<file path="config.mk">
export PLATFORM = sky130hd
export DESIGN_NAME = imem_dmem_arbiter
export DESIGN_NICKNAME = d
export VERILOG_FILES = /design/src/rtl/riscv_mem_pkg.sv /design/src/rtl/rr_arb2.sv /design/src/rtl/imem_dmem_arbiter.sv
export SDC_FILE = /design/constraint.sdc
export NUM_CORES = 1
export LEC_CHECK = 0
export ABC_AREA = 1
export ABC_CLOCK_PERIOD_IN_PS = 1700
export CAP_MARGIN = 25
export CORE_ASPECT_RATIO = 1.2
export CORE_MARGIN = 2
export CORE_UTILIZATION = 39
export CTS_CLUSTER_SIZE = 24
export DETAILED_ROUTE_END_ITERATION = 8
export GPL_ROUTABILITY_DRIVEN = 0
export PLACE_DENSITY_LB_ADDON = 0.25
export SETUP_SLACK_MARGIN = 0.5
export SLEW_MARGIN = 40
export SYNTH_ARGS = -nofsm -noshare
export SYNTH_HDL_FRONTEND = slang
export SYNTH_SLANG_ARGS = --single-unit
</file>
<file path="constraint.sdc">
create_clock -name clk -period 1.7 [get_ports clk]
set_input_delay 0.34 -clock clk [delete_from_list [all_inputs] [get_ports clk]]
set_output_delay 0.34 -clock clk [all_outputs]
set_load 0.05 [all_outputs]
</file>
<file path="src/rtl/riscv_mem_pkg.sv">
// Shared constants for the instruction/data memory arbiter: owner ids, FSM states, default widths.
// No logic here; imported by the arbiter and its round-robin picker.
// Byte-enable constant is wide enough to slice for any data width up to 128 bits.
package riscv_mem_pkg;

    localparam logic OWN_IF = 1'b0;
    localparam logic OWN_D  = 1'b1;

    typedef enum logic {
        IDLE = 1'b0,
        WAIT = 1'b1
    } arb_state_t;

    localparam int ADDR_W_DEF = 32;
    localparam int DATA_W_DEF = 32;

    localparam int              BE_MAX = 16;
    localparam logic [BE_MAX-1:0] BE_ALL = '1;

endpackage

</file>
<file path="src/rtl/rr_arb2.sv">
// Two-way round-robin picker: a lone request wins, a tie goes to whoever did not win last.
// Latency: combinational. Backpressure: none, the caller decides when a pick is consumed.
// Bit 0 of req/grant is the IF port, bit 1 the D port.
module rr_arb2
    import riscv_mem_pkg::*;
(
    input  logic [1:0] req,
    input  logic       last_owner,
    output logic [1:0] grant,
    output logic       winner
);

    always_comb begin
        winner = OWN_IF;
        grant  = 2'b00;
        case (req)
            2'b01:   winner = OWN_IF;
            2'b10:   winner = OWN_D;
            2'b11:   winner = (last_owner == OWN_IF) ? OWN_D : OWN_IF;
            default: winner = OWN_IF;
        endcase
        if (|req) begin
            grant = (winner == OWN_D) ? 2'b10 : 2'b01;
        end
    end

endmodule

</file>
<file path="src/rtl/imem_dmem_arbiter.sv">
// Shares one memory port between instruction fetch and load/store, one transaction at a time.
// Latency: gnt one cycle after req, rvalid one cycle after mem_ack (2 cycles minimum per access).
// Backpressure: losers hold req until gnt; core_stall freezes the datapath while anything is pending.
module imem_dmem_arbiter
    import riscv_mem_pkg::*;
#(
    parameter int ADDR_W  = ADDR_W_DEF,
    parameter int DATA_W  = DATA_W_DEF,
    parameter int TIMEOUT = 16
) (
    input  logic                clk,
    input  logic                rst,
    input  logic                if_req,
    input  logic [ADDR_W-1:0]   if_addr,
    output logic                if_gnt,
    output logic                if_rvalid,
    input  logic                d_req,
    input  logic                d_we,
    input  logic [DATA_W/8-1:0] d_be,
    input  logic [ADDR_W-1:0]   d_addr,
    input  logic [DATA_W-1:0]   d_wdata,
    output logic                d_gnt,
    output logic                d_rvalid,
    output logic [DATA_W-1:0]   rdata,
    output logic                err,
    output logic                mem_req,
    output logic                mem_we,
    output logic [DATA_W/8-1:0] mem_be,
    output logic [ADDR_W-1:0]   mem_addr,
    output logic [DATA_W-1:0]   mem_wdata,
    input  logic [DATA_W-1:0]   mem_rdata,
    input  logic                mem_ack,
    output logic                core_stall
);

    localparam int BE_W  = DATA_W / 8;
    localparam int CNT_W = $clog2(TIMEOUT + 1);

    typedef struct packed {
        logic              we;
        logic [BE_W-1:0]   be;
        logic [ADDR_W-1:0] addr;
        logic [DATA_W-1:0] wdata;
    } mem_cmd_t;

    arb_state_t       state, state_nxt;
    logic             owner, last_owner;
    logic             if_pend, d_pend;
    logic [CNT_W-1:0] cnt;
    logic [1:0]       arb_grant;
    logic             arb_winner;
    logic             start, done, timed_out;
    mem_cmd_t         cmd_nxt;

    rr_arb2 u_rr_arb2 (
        .req        ({d_req, if_req}),
        .last_owner (last_owner),
        .grant      (arb_grant),
        .winner     (arb_winner)
    );

    always_comb begin
        state_nxt     = state;
        start         = 1'b0;
        done          = 1'b0;
        timed_out     = 1'b0;
        cmd_nxt.we    = 1'b0;
        cmd_nxt.be    = BE_ALL[BE_W-1:0];
        cmd_nxt.addr  = if_addr;
        cmd_nxt.wdata = '0;
        if (arb_winner == OWN_D) begin
            cmd_nxt.we    = d_we;
            cmd_nxt.be    = d_be;
            cmd_nxt.addr  = d_addr;
            cmd_nxt.wdata = d_wdata;
        end
        case (state)
            IDLE: begin
                if (|arb_grant) begin
                    start     = 1'b1;
                    state_nxt = WAIT;
                end
            end
            WAIT: begin
                // an ack landing on the timeout cycle still counts as success
                if (mem_ack) begin
                    done      = 1'b1;
                    state_nxt = IDLE;
                end else if (cnt == CNT_W'(TIMEOUT)) begin
                    done      = 1'b1;
                    timed_out = 1'b1;
                    state_nxt = IDLE;
                end
            end
            default: state_nxt = IDLE;
        endcase
    end

    always_ff @(posedge clk) begin
        if (rst) begin
            state <= IDLE;
        end else begin
            state <= state_nxt;
        end
    end

    always_ff @(posedge clk) begin
        if (rst) begin
            owner      <= OWN_D;
            last_owner <= OWN_D;
            if_pend    <= 1'b0;
            d_pend     <= 1'b0;
            cnt        <= '0;
            if_gnt     <= 1'b0;
            d_gnt      <= 1'b0;
            if_rvalid  <= 1'b0;
            d_rvalid   <= 1'b0;
            rdata      <= '0;
            err        <= 1'b0;
            mem_req    <= 1'b0;
            mem_we     <= 1'b0;
            mem_be     <= '0;
            mem_addr   <= '0;
            mem_wdata  <= '0;
        end else begin
            if_gnt    <= 1'b0;
            d_gnt     <= 1'b0;
            if_rvalid <= 1'b0;
            d_rvalid  <= 1'b0;
            if (start) begin
                mem_req    <= 1'b1;
                mem_we     <= cmd_nxt.we;
                mem_be     <= cmd_nxt.be;
                mem_addr   <= cmd_nxt.addr;
                mem_wdata  <= cmd_nxt.wdata;
                owner      <= arb_winner;
                last_owner <= arb_winner;
                if_pend    <= arb_grant[0];
                d_pend     <= arb_grant[1];
                if_gnt     <= arb_grant[0];
                d_gnt      <= arb_grant[1];
                // cnt holds the 1-based index of the current WAIT cycle
                cnt        <= CNT_W'(1);
            end else if (state == WAIT) begin
                cnt <= cnt + CNT_W'(1);
            end
            if (done) begin
                mem_req   <= 1'b0;
                if_pend   <= 1'b0;
                d_pend    <= 1'b0;
                cnt       <= '0;
                rdata     <= (timed_out || mem_we) ? '0 : mem_rdata;
                err       <= timed_out;
                if_rvalid <= (owner == OWN_IF);
                d_rvalid  <= (owner == OWN_D);
            end
        end
    end

    assign core_stall = ((if_req | if_pend) & ~if_rvalid) | ((d_req | d_pend) & ~d_rvalid);

endmodule
</file>
# Yosys cells after proc, flatten, opt, wreduce, memory -nomap -nowiden
# Index checks and enable logic that the tools add are counted.
dict set report word_totals {
  regBits 116
  output_inout_bits 108
  elab_cells 58
}
dict set report classes {
  addsub 1
  n_eq_ne 3
  n_mux 18
  bitwise 11
  reduce_logical 8
}
# operator n
set op_table {}
lappend op_table {{2-to-1 mux 69 bit} 1}
lappend op_table {{2-to-1 mux 32 bit} 1}
lappend op_table {{2-to-1 mux 1 bit} 12}
lappend op_table {{OR reduction 2 bit} 5}
lappend op_table {{inverter 1 bit} 6}
lappend op_table {{adder 5 x 1 -> 5 bit, second input constant} 1}
lappend op_table {{equality test 5 bit, second input constant} 1}
lappend op_table {{equality test 2 bit, second input constant} 2}
lappend op_table {{2-to-1 mux 2 bit} 2}
lappend op_table {{case mux 1 bit (2 select lines)} 2}
lappend op_table {{OR 1 bit} 3}
lappend op_table {{OR reduction 3 bit} 1}
lappend op_table {{AND 1 bit} 2}
lappend op_table {{nonzero test 2 bit} 1}
lappend op_table {{logical OR 1 bit} 1}

# Depth between registers and ports, before layout
# Gate-level depths: netlist of run 1.
dict set report depth {
  ltp_word 9
  depth_mapped 7
  mapped_depth_nobuf 7
}

# Modules after synthesis
# Synthesis of run 1 repeated with hierarchy kept, for this count alone.
dict set report hier_totals {
  cells_unflattened 588
  hier_area_um2 4603.2
}
# module n_inst cells_per_inst area_each_um2
set modules_own_cells {}
lappend modules_own_cells {imem_dmem_arbiter 1 582 4578.1}
lappend modules_own_cells {rr_arb2 1 6 25.0}

# Worst setup path after synthesis of run 1
# OpenSTA, ideal clock, no wires.
dict set report synth_path {
  path_type {reg-to-output}
  startpoint {register if_rvalid}
  endpoint {output core_stall}
  arrival_ps 1313
  setup_slack_ps 47
  path_stages_with_launch 2
  path_cell_list {dfxtp_1 > o22ai_1}
}
dict set report synth_via {
  elab_chain_len 3
}
# element line
set synth_lines {}
lappend synth_lines {{from (decl)} imem_dmem_arbiter.sv:16} ;# output logic if_rvalid,
lappend synth_lines {{from (signal assigned)} imem_dmem_arbiter.sv:154} ;# if_rvalid <= (owner == OWN_IF);
lappend synth_lines {{inverter 1 bit} imem_dmem_arbiter.sv:160} ;# assign core_stall = ((if_req | if_pend) & ~if_rvalid) | ((d_req | d_pend) & ~d_rvalid);
lappend synth_lines {{AND 1 bit} imem_dmem_arbiter.sv:160}
lappend synth_lines {{OR 1 bit} imem_dmem_arbiter.sv:160}
lappend synth_lines {{to (decl)} imem_dmem_arbiter.sv:33} ;# output logic core_stall
# No other way between the ends.

# Worst setup path in the final report of run 1
dict set report layout_path {
  startpoint {register if_pend}
  endpoint {output core_stall}
}
dict set report layout_via {
  elab_chain_len 3
}
# element line
set layout_lines {}
lappend layout_lines {{from (decl)} imem_dmem_arbiter.sv:48} ;# logic if_pend, d_pend;
lappend layout_lines {{from (signal assigned)} imem_dmem_arbiter.sv:138} ;# if_pend <= arb_grant[0];
lappend layout_lines {{OR 1 bit} imem_dmem_arbiter.sv:160}
lappend layout_lines {{AND 1 bit} imem_dmem_arbiter.sv:160}
lappend layout_lines {{OR 1 bit} imem_dmem_arbiter.sv:160}
# No other way between the ends.

==> results of run 1 <==
## cell usage after synthesis
cell and n:
sky130_fd_sc_hd__a21oi_1 3, sky130_fd_sc_hd__buf_1 4, sky130_fd_sc_hd__buf_2 11, sky130_fd_sc_hd__buf_4 3, sky130_fd_sc_hd__clkbuf_1 17, sky130_fd_sc_hd__dfxtp_1 116
sky130_fd_sc_hd__ha_1 2, sky130_fd_sc_hd__inv_1 33, sky130_fd_sc_hd__inv_2 1, sky130_fd_sc_hd__nand2_1 257, sky130_fd_sc_hd__nand3_1 46, sky130_fd_sc_hd__nand3_2 1
sky130_fd_sc_hd__nand4_1 44, sky130_fd_sc_hd__nor2_1 31, sky130_fd_sc_hd__nor2_2 1, sky130_fd_sc_hd__nor2_4 1, sky130_fd_sc_hd__o21ai_0 6, sky130_fd_sc_hd__o21ai_1 1
sky130_fd_sc_hd__o21bai_1 1, sky130_fd_sc_hd__o22ai_1 1, sky130_fd_sc_hd__or2_0 4, sky130_fd_sc_hd__or2_2 18, sky130_fd_sc_hd__xor2_1 1
## repair_timing
item / in CTS / in global routing
pin swaps: 5 / 29
buffers inserted: 27 / 20
resized for setup: 330 / 118
setup endpoints to repair: 224 / 195
gates cloned: 7 / 4
## through the flow
step | utilization (%) | setup WS [ps] | std cells | setup TNS, ps
finish | 86.7 | 253 | 1076 | 0
global route | 86.7 | 219 | 1076 | 0
CTS | 80.5 | 246 | 1051 | 0
detailed placement | 62.8 | -105 | 985 | -5470
global placement | 62.8 | -50.5 | 985 | -2340
floorplan | - | 502 | 603 | 0
## worst reg2reg max path, cell delays in order (launching register included)
cell and delay (ps):
sky130_fd_sc_hd__dfxtp_2 330, sky130_fd_sc_hd__nand2_2 70, sky130_fd_sc_hd__buf_6 100, sky130_fd_sc_hd__nand3_4 60, sky130_fd_sc_hd__nor2_4 180, sky130_fd_sc_hd__buf_6 140
sky130_fd_sc_hd__buf_6 100, sky130_fd_sc_hd__buf_6 100, sky130_fd_sc_hd__buf_16 140, sky130_fd_sc_hd__nand2_4 60, sky130_fd_sc_hd__nand2_1 80
## kinds of logic (layout without fill, tap and decap cells)
group / after synthesis / in the layout / share of synthesized area, %
compound gates: 12 / 12 / 1.43
xor+xnor: 1 / 1 / 0.197
fa+ha+maj: 2 / 2 / 0.562
buf+inv: 69 / 387 / 6.37
flops: 116 / 116 / 52.1
other cells: 0 / 1 / 0
simple gates: 403 / 403 / 39.3
## cell type report
type                            count  area, µm²  share of cell area, %
Multi-Input combinational cell    418       2220                   23.1
Sequential cell                   116       2470                   25.8
Timing Repair Buffer              321       4010                   41.7
Antenna cell                        1       2.50                 0.0260
Inverter                           34        128                   1.33
Clock buffer                       22        474                   4.93
Tap cell                          154        193                   2.00
Clock inverter                     10        105                   1.09
## power breakdown
group	switching [µW]	internal [µW]	leakage, µW	total [µW]
logic	1150	1040	0.00335	2190
clock network	1290	2260	0.000285	3540
registers	169	2930	0.000997	3100
total	2600	6220	0.00463	8830
## flip-flops by register name (all words and copies together) (netlist names), 4 cells and up
name	flops
rdata	32
mem_wdata	32
mem_be	4
cnt	5
mem_addr	32
## worst paths after layout
| check | end | depth (start not counted) | slack [ps] | from |
|---|---|---|---|---|
| worst min-delay path | mem_addr[12] | 2 | 460 | mem_addr[12] |
| worst max register to register | mem_wdata[10] | 10 | 260 | last_owner |
| worst min register to register | mem_addr[12] | 2 | 460 | mem_addr[12] |
| worst max-delay path | core_stall | 3 | 250 | if_pend |
## metal layers
layer	share of wire, %	routed length [µm]
met1	33	6870
met2	53	11000
met3	8.5	1750
met4	4.9	1000
met5	0	0
==> results by group, run 1 <==
Outcome
  – Run status: completed

Finish
  – Most common cell after layout, fill and taps aside: sky130_fd_sc_hd__nand2_1
  – Final-layout fill cell count: 525
  – Layout cell share with drive strength beyond 1: 45.6%
  – Final #Nets: 1,048
  – Area growth from synthesis to layout: 116%
  – Design area: 9610 µm²
  – Commonest cells after routing, fill and taps aside: sky130_fd_sc_hd__nand2_1, sky130_fd_sc_hd__clkdlybuf4s50_1, sky130_fd_sc_hd__dfxtp_2, sky130_fd_sc_hd__buf_8, sky130_fd_sc_hd__nand4_1

Logic synthesis
  – Post-synthesis instance area: 4460 µm²
  – Yosys warnings: 0
  – Most area-hungry cell type in the Yosys netlist: sky130_fd_sc_hd__dfxtp_1
  – Gate count after technology mapping: 603
  – Post-synthesis register bit count: 116
  – Net count after synthesis: 743
  – Synth top area share: 52.1%
  – Mean post-synth cell area: 7.39 µm²
  – Post-synthesis sequential area ratio: 52.1%
  – Leading post-synthesis cells by cell area: sky130_fd_sc_hd__dfxtp_1, sky130_fd_sc_hd__nand2_1, sky130_fd_sc_hd__nand4_1, sky130_fd_sc_hd__nand3_1, sky130_fd_sc_hd__inv_1
  – Count of distinct cell types in the synthesized netlist: 23

Critical path
  – Maximum cell stage delay along the critical path: 330 ps
  – Startpoint type of the worst setup path: flop
  – Data required time of the critical path: 1360 ps
  – CP endpoint kind: output port
  – Cell type group with the largest total delay on the critical path: flip-flops
  – Crit path DAT: 1110 ps
  – Standard cell with the maximum stage delay on the critical path: sky130_fd_sc_hd__dfxtp_2
  – Worst Path Buf+Inv: 1
  – Critical path cell sequence: nor2_2 -> o22ai_4 -> buf_12
  – Worst-path fanout max: 2
  – Classification of the worst setup path: reg -> out

Placed design
  – Port Buf Inserts: 245
  – Dpl cell area: 6960 µm²
  – HPWL reported at the end of detailed placement: 10.2 mm

Power
  – Maximum vdd drop: 0.000746 V
  – Power Dens Cells: 919 nW/µm²
  – Static Leak: 0.00463 µW
  – Sum of internal, switching and leakage power: 8830 µW

Timing
  – Number of failing setup endpoints in the final timing report: 0
  – Setup repair after global routing missed its margin: true
  – Number of hold violations in the final report: 0
  – Number of max-slew violations in the final report: 0
  – Ratio of final minimum period to clock period: 85.1%
  – Actual transition at the worst max-transition pin: 358 ps
  – Maximum clock skew at final layout: 9.26 ps
  – Max Freq: 0.691 GHz
  – Worst slew margin relative to its limit: 76.1%
  – Final worst hold slack: 464 ps
  – Fin crit period: 1450 ps

Global routing
  – Initial antenna violation count: 1
  – Met2 track utilization from global routing: 50.8%
  – Maximum number of pins on one net before global-route repair: 47
  – Busiest layer in global routing: met2
  – Global-route wire length before repair: 25.8 mm
  – Total grt overflow: 0
  – Met1 Usage GRT: 26.3%
  – Fraction of met3 tracks used by global routing: 8.76%
  – Combined global-route utilization of all metal layers: 27.0%
  – Via count of the first global-routing pass: 5,313

Clocking
  – H-tree depth: 4
  – Clock net sink count: 116
  – Number of CTS-inserted buffers: 17
  – Later-pin clock latency in the skew report: 410 ps
  – Maximum clock insertion buffer count: 2
  – Total of hold buffers inserted after clock tree synthesis: 0
  – Clock-pin transition on the worst setup and hold timing paths: 50 ps
  – Clock tree root driver cell: sky130_fd_sc_hd__clkbuf_16
  – CTS tree: yes

Hold path
  – Worst hold path class: reg -> reg

Routing
  – DRC viols: 0
  – Per-cell via count in the routed design: 5.19
  – Violation count after the first detailed-routing iteration: 333
  – Antenna violation net count after detailed routing: 0
  – Number of iterations in the first detailed-routing pass: 5
  – Average detailed-routed wire length per instance: 19.2 µm
  – Via Count: 5,584
  – Final routed wirelength across all metal layers: 20.6 mm

Floorplan
  – Die area: 12,300 µm²
  – Effective utilization at floorplan: 40.2%
  – Std-Cell Rows: 42
  – Top-level port count: 246
  – Height of the chip: 121 µm
  – Horizontal die dimension: 102 µm
  – Placeable core area: 11,100 µm²

Job
  – # Max-Cap Violations: 0
Note: power is estimated with default switching activity, not from simulation.
==> run 2: changes to the inputs <==
--- a/config.mk
+++ b/config.mk
@@ -20,3 +20,4 @@
 export SYNTH_ARGS = -nofsm -noshare
 export SYNTH_HDL_FRONTEND = slang
 export SYNTH_SLANG_ARGS = --single-unit
+export TNS_END_PERCENT = 1
==> results by group, run 2 (same netlist as run 1, synthesis figures left out) <==
Outcome
  – Run status: completed

Job
  – # Max-Cap Violations: 0

Critical path
  – Depth of the critical timing path with buffers and inverters included: 3
  – RR Endpoint: mem_addr[14]
  – Critical path cell sequence: nor2_2 -> o22ai_4 -> buf_12
  – Crit path DAT: 1110 ps
  – Worst reg-to-reg setup slack: 450 ps
  – Cell type group with the largest total delay on the critical path: flip-flops
  – Worst setup path endpoint: core_stall
  – Startpoint type of the worst setup path: flop
  – Launching instance or port of the critical path: if_pend
  – Standard cell with the maximum stage delay on the critical path: sky130_fd_sc_hd__dfxtp_2
  – FF-to-FF path depth: 6
  – Worst-path fanout max: 2
  – R2R Path Start: last_owner
  – Worst Path Buf+Inv: 1
  – Classification of the worst setup path: reg -> out
  – Data required time of the critical path: 1360 ps
  – CP endpoint kind: output port
  – Maximum cell stage delay along the critical path: 330 ps

Floorplan
  – Placeable core area: 11,100 µm²
  – Height of the chip: 121 µm
  – Horizontal die dimension: 102 µm
  – Effective utilization at floorplan: 40.2%
  – Std-Cell Rows: 42
  – Die area: 12,300 µm²
  – Top-level port count: 246

Timing
  – Number of max-slew violations in the final report: 0
  – Max Freq: 0.690 GHz
  – Ratio of final minimum period to clock period: 85.2%
  – Actual transition at the worst max-transition pin: 298 ps
  – Maximum clock skew at final layout: 7.79 ps
  – Number of failing setup endpoints in the final timing report: 0
  – Setup repair after global routing missed its margin: true
  – Final worst slack: 251 ps
  – Fin crit period: 1450 ps
  – Worst slew margin relative to its limit: 80.1%
  – Setup total negative slack: 0 ps
  – Number of hold violations in the final report: 0

Power
  – Power Dens Cells: 1050 nW/µm²
  – Maximum vdd drop: 0.000576 V
  – Static Leak: 0.00370 µW
  – Sum of internal, switching and leakage power: 7970 µW

Placed design
  – HPWL reported at the end of detailed placement: 10.2 mm
  – Dpl cell area: 6940 µm²
  – Pre-CTS setup slack: -96.2 ps
  – Number of cells after detailed placement: 985
  – Port Buf Inserts: 245

Clocking
  – CTS tree: yes
  – Later-pin clock latency in the skew report: 400 ps
  – H-tree depth: 4
  – Total of hold buffers inserted after clock tree synthesis: 0
  – Clock-pin transition on the worst setup and hold timing paths: 60 ps
  – Number of CTS-inserted buffers: 17
  – Clock tree root driver cell: sky130_fd_sc_hd__clkbuf_16
  – Clock net sink count: 116
  – Maximum clock insertion buffer count: 2
  – Postcts setup bufs: 0

Finish
  – Non-filler cells in the finished layout: 1,019
  – Layout cell share with drive strength beyond 1: 22.5%
  – Reg area: 2330 µm²
  – Most common cell after layout, fill and taps aside: sky130_fd_sc_hd__nand2_1
  – Largest registers: mem_addr x32, mem_wdata x32, rdata x32
  – Antenna diode instance count: 0
  – Area of the multi-input gates: 1900 µm²
  – Final #Nets: 992
  – Design area: 7600 µm²
  – Final-layout fill cell count: 887
  – Area growth from synthesis to layout: 70.6%
  – Commonest cells after routing, fill and taps aside: sky130_fd_sc_hd__nand2_1, sky130_fd_sc_hd__clkdlybuf4s50_1, sky130_fd_sc_hd__buf_4, sky130_fd_sc_hd__dfxtp_1, sky130_fd_sc_hd__nand3_1

Global routing
  – Combined global-route utilization of all metal layers: 22.5%
  – Total grt overflow: 0
  – Via count of the first global-routing pass: 4,677
  – Maximum number of pins on one net before global-route repair: 45
  – Initial antenna violation count: 0
  – Global-route wire length before repair: 21.6 mm

Routing
  – DRC viols: 0
  – Final routed wirelength across all metal layers: 14.1 mm
  – Antenna violation net count after detailed routing: 0
  – Number of iterations in the first detailed-routing pass: 5
  – Via Count: 4,840
  – Per-cell via count in the routed design: 4.75
  – Average detailed-routed wire length per instance: 13.9 µm
  – Violation count after the first detailed-routing iteration: 178

Hold path
  – Worst hold path class: reg -> reg
-- run 2: cell count changes in the layout (fill, tap and decap cells not counted), moves of 8 or more --
cell / change
sky130_fd_sc_hd__nand2_1: +49
sky130_fd_sc_hd__buf_4: +84
sky130_fd_sc_hd__buf_8: -100
sky130_fd_sc_hd__buf_6: -23
sky130_fd_sc_hd__nand3_1: +8
sky130_fd_sc_hd__buf_12: -8
sky130_fd_sc_hd__dfxtp_1: +107
sky130_fd_sc_hd__nand2_2: -22
sky130_fd_sc_hd__nand2_4: -27
sky130_fd_sc_hd__dfxtp_2: -104
-- run 2: metal layers --
layer,global-route usage (%),routed length (µm),vias to the layer above
met1,24.5,5420,2166
met3,7.49,1270,26
met2,38.9,7070,229
met4,10.4,358,0
li1,-,-,2419
met5,0,0,-
-- run 2: metrics by stage --
| stage | util (%) | hold slack [ps] |
|---|---|---|
| CTS | 68.2 | 453 |
| floorplan | - | 404 |
| global placement | 62.6 | 437 |
| finish | 68.6 | 449 |
| detailed placement | 62.6 | 441 |
| global route | 68.6 | 465 |
-- run 2: area by class of cell --
class / count / share of cell area, %
clock buffers: 18 / 5.78
clock inverters: 14 / 1.70
inverters: 34 / 1.68
multi-input cells: 418 / 25.0
flip-flops and latches: 116 / 30.7
well taps: 154 / 2.53
repair buffers: 265 / 32.6
-- run 2: how the worst min path moves through the flow --
stage | startpoint | end | cells after the start
after floorplan | last_owner | if_rvalid | 1
after global placement | mem_wdata[24] | mem_wdata[24] | 2
after detailed placement | mem_wdata[6] | mem_wdata[6] | 2
after CTS | mem_addr[10] | mem_addr[10] | 2
after global routing | mem_wdata[6] | mem_wdata[6] | 2
final | mem_addr[21] | mem_addr[21] | 2
-- run 2: timing repair --
| item | in CTS | in global routing |
|---|---|---|
| setup endpoints to repair | 223 | 215 |
| gates cloned | 1 | 1 |
| resized for setup | 13 | 3 |
| pin swaps | 2 | 0 |
-- run 2: where the power goes --
group | total (µW) | internal, µW | leakage (µW) | switching, µW
combinational | 1650 | 664 | 0.00249 | 991
sequential | 3000 | 2900 | 0.000953 | 101
clock | 3320 | 2050 | 0.000261 | 1270
total | 7970 | 5610 | 0.00370 | 2360
-- run 2: worst register-to-register path, cell delays in order, from the launching register on --
cell and delay (ps):
sky130_fd_sc_hd__dfxtp_1 330, sky130_fd_sc_hd__nand2_1 80, sky130_fd_sc_hd__nand2_1 100, sky130_fd_sc_hd__buf_4 220, sky130_fd_sc_hd__or2_2 290, sky130_fd_sc_hd__nand3_1 80, sky130_fd_sc_hd__nand2_1 50
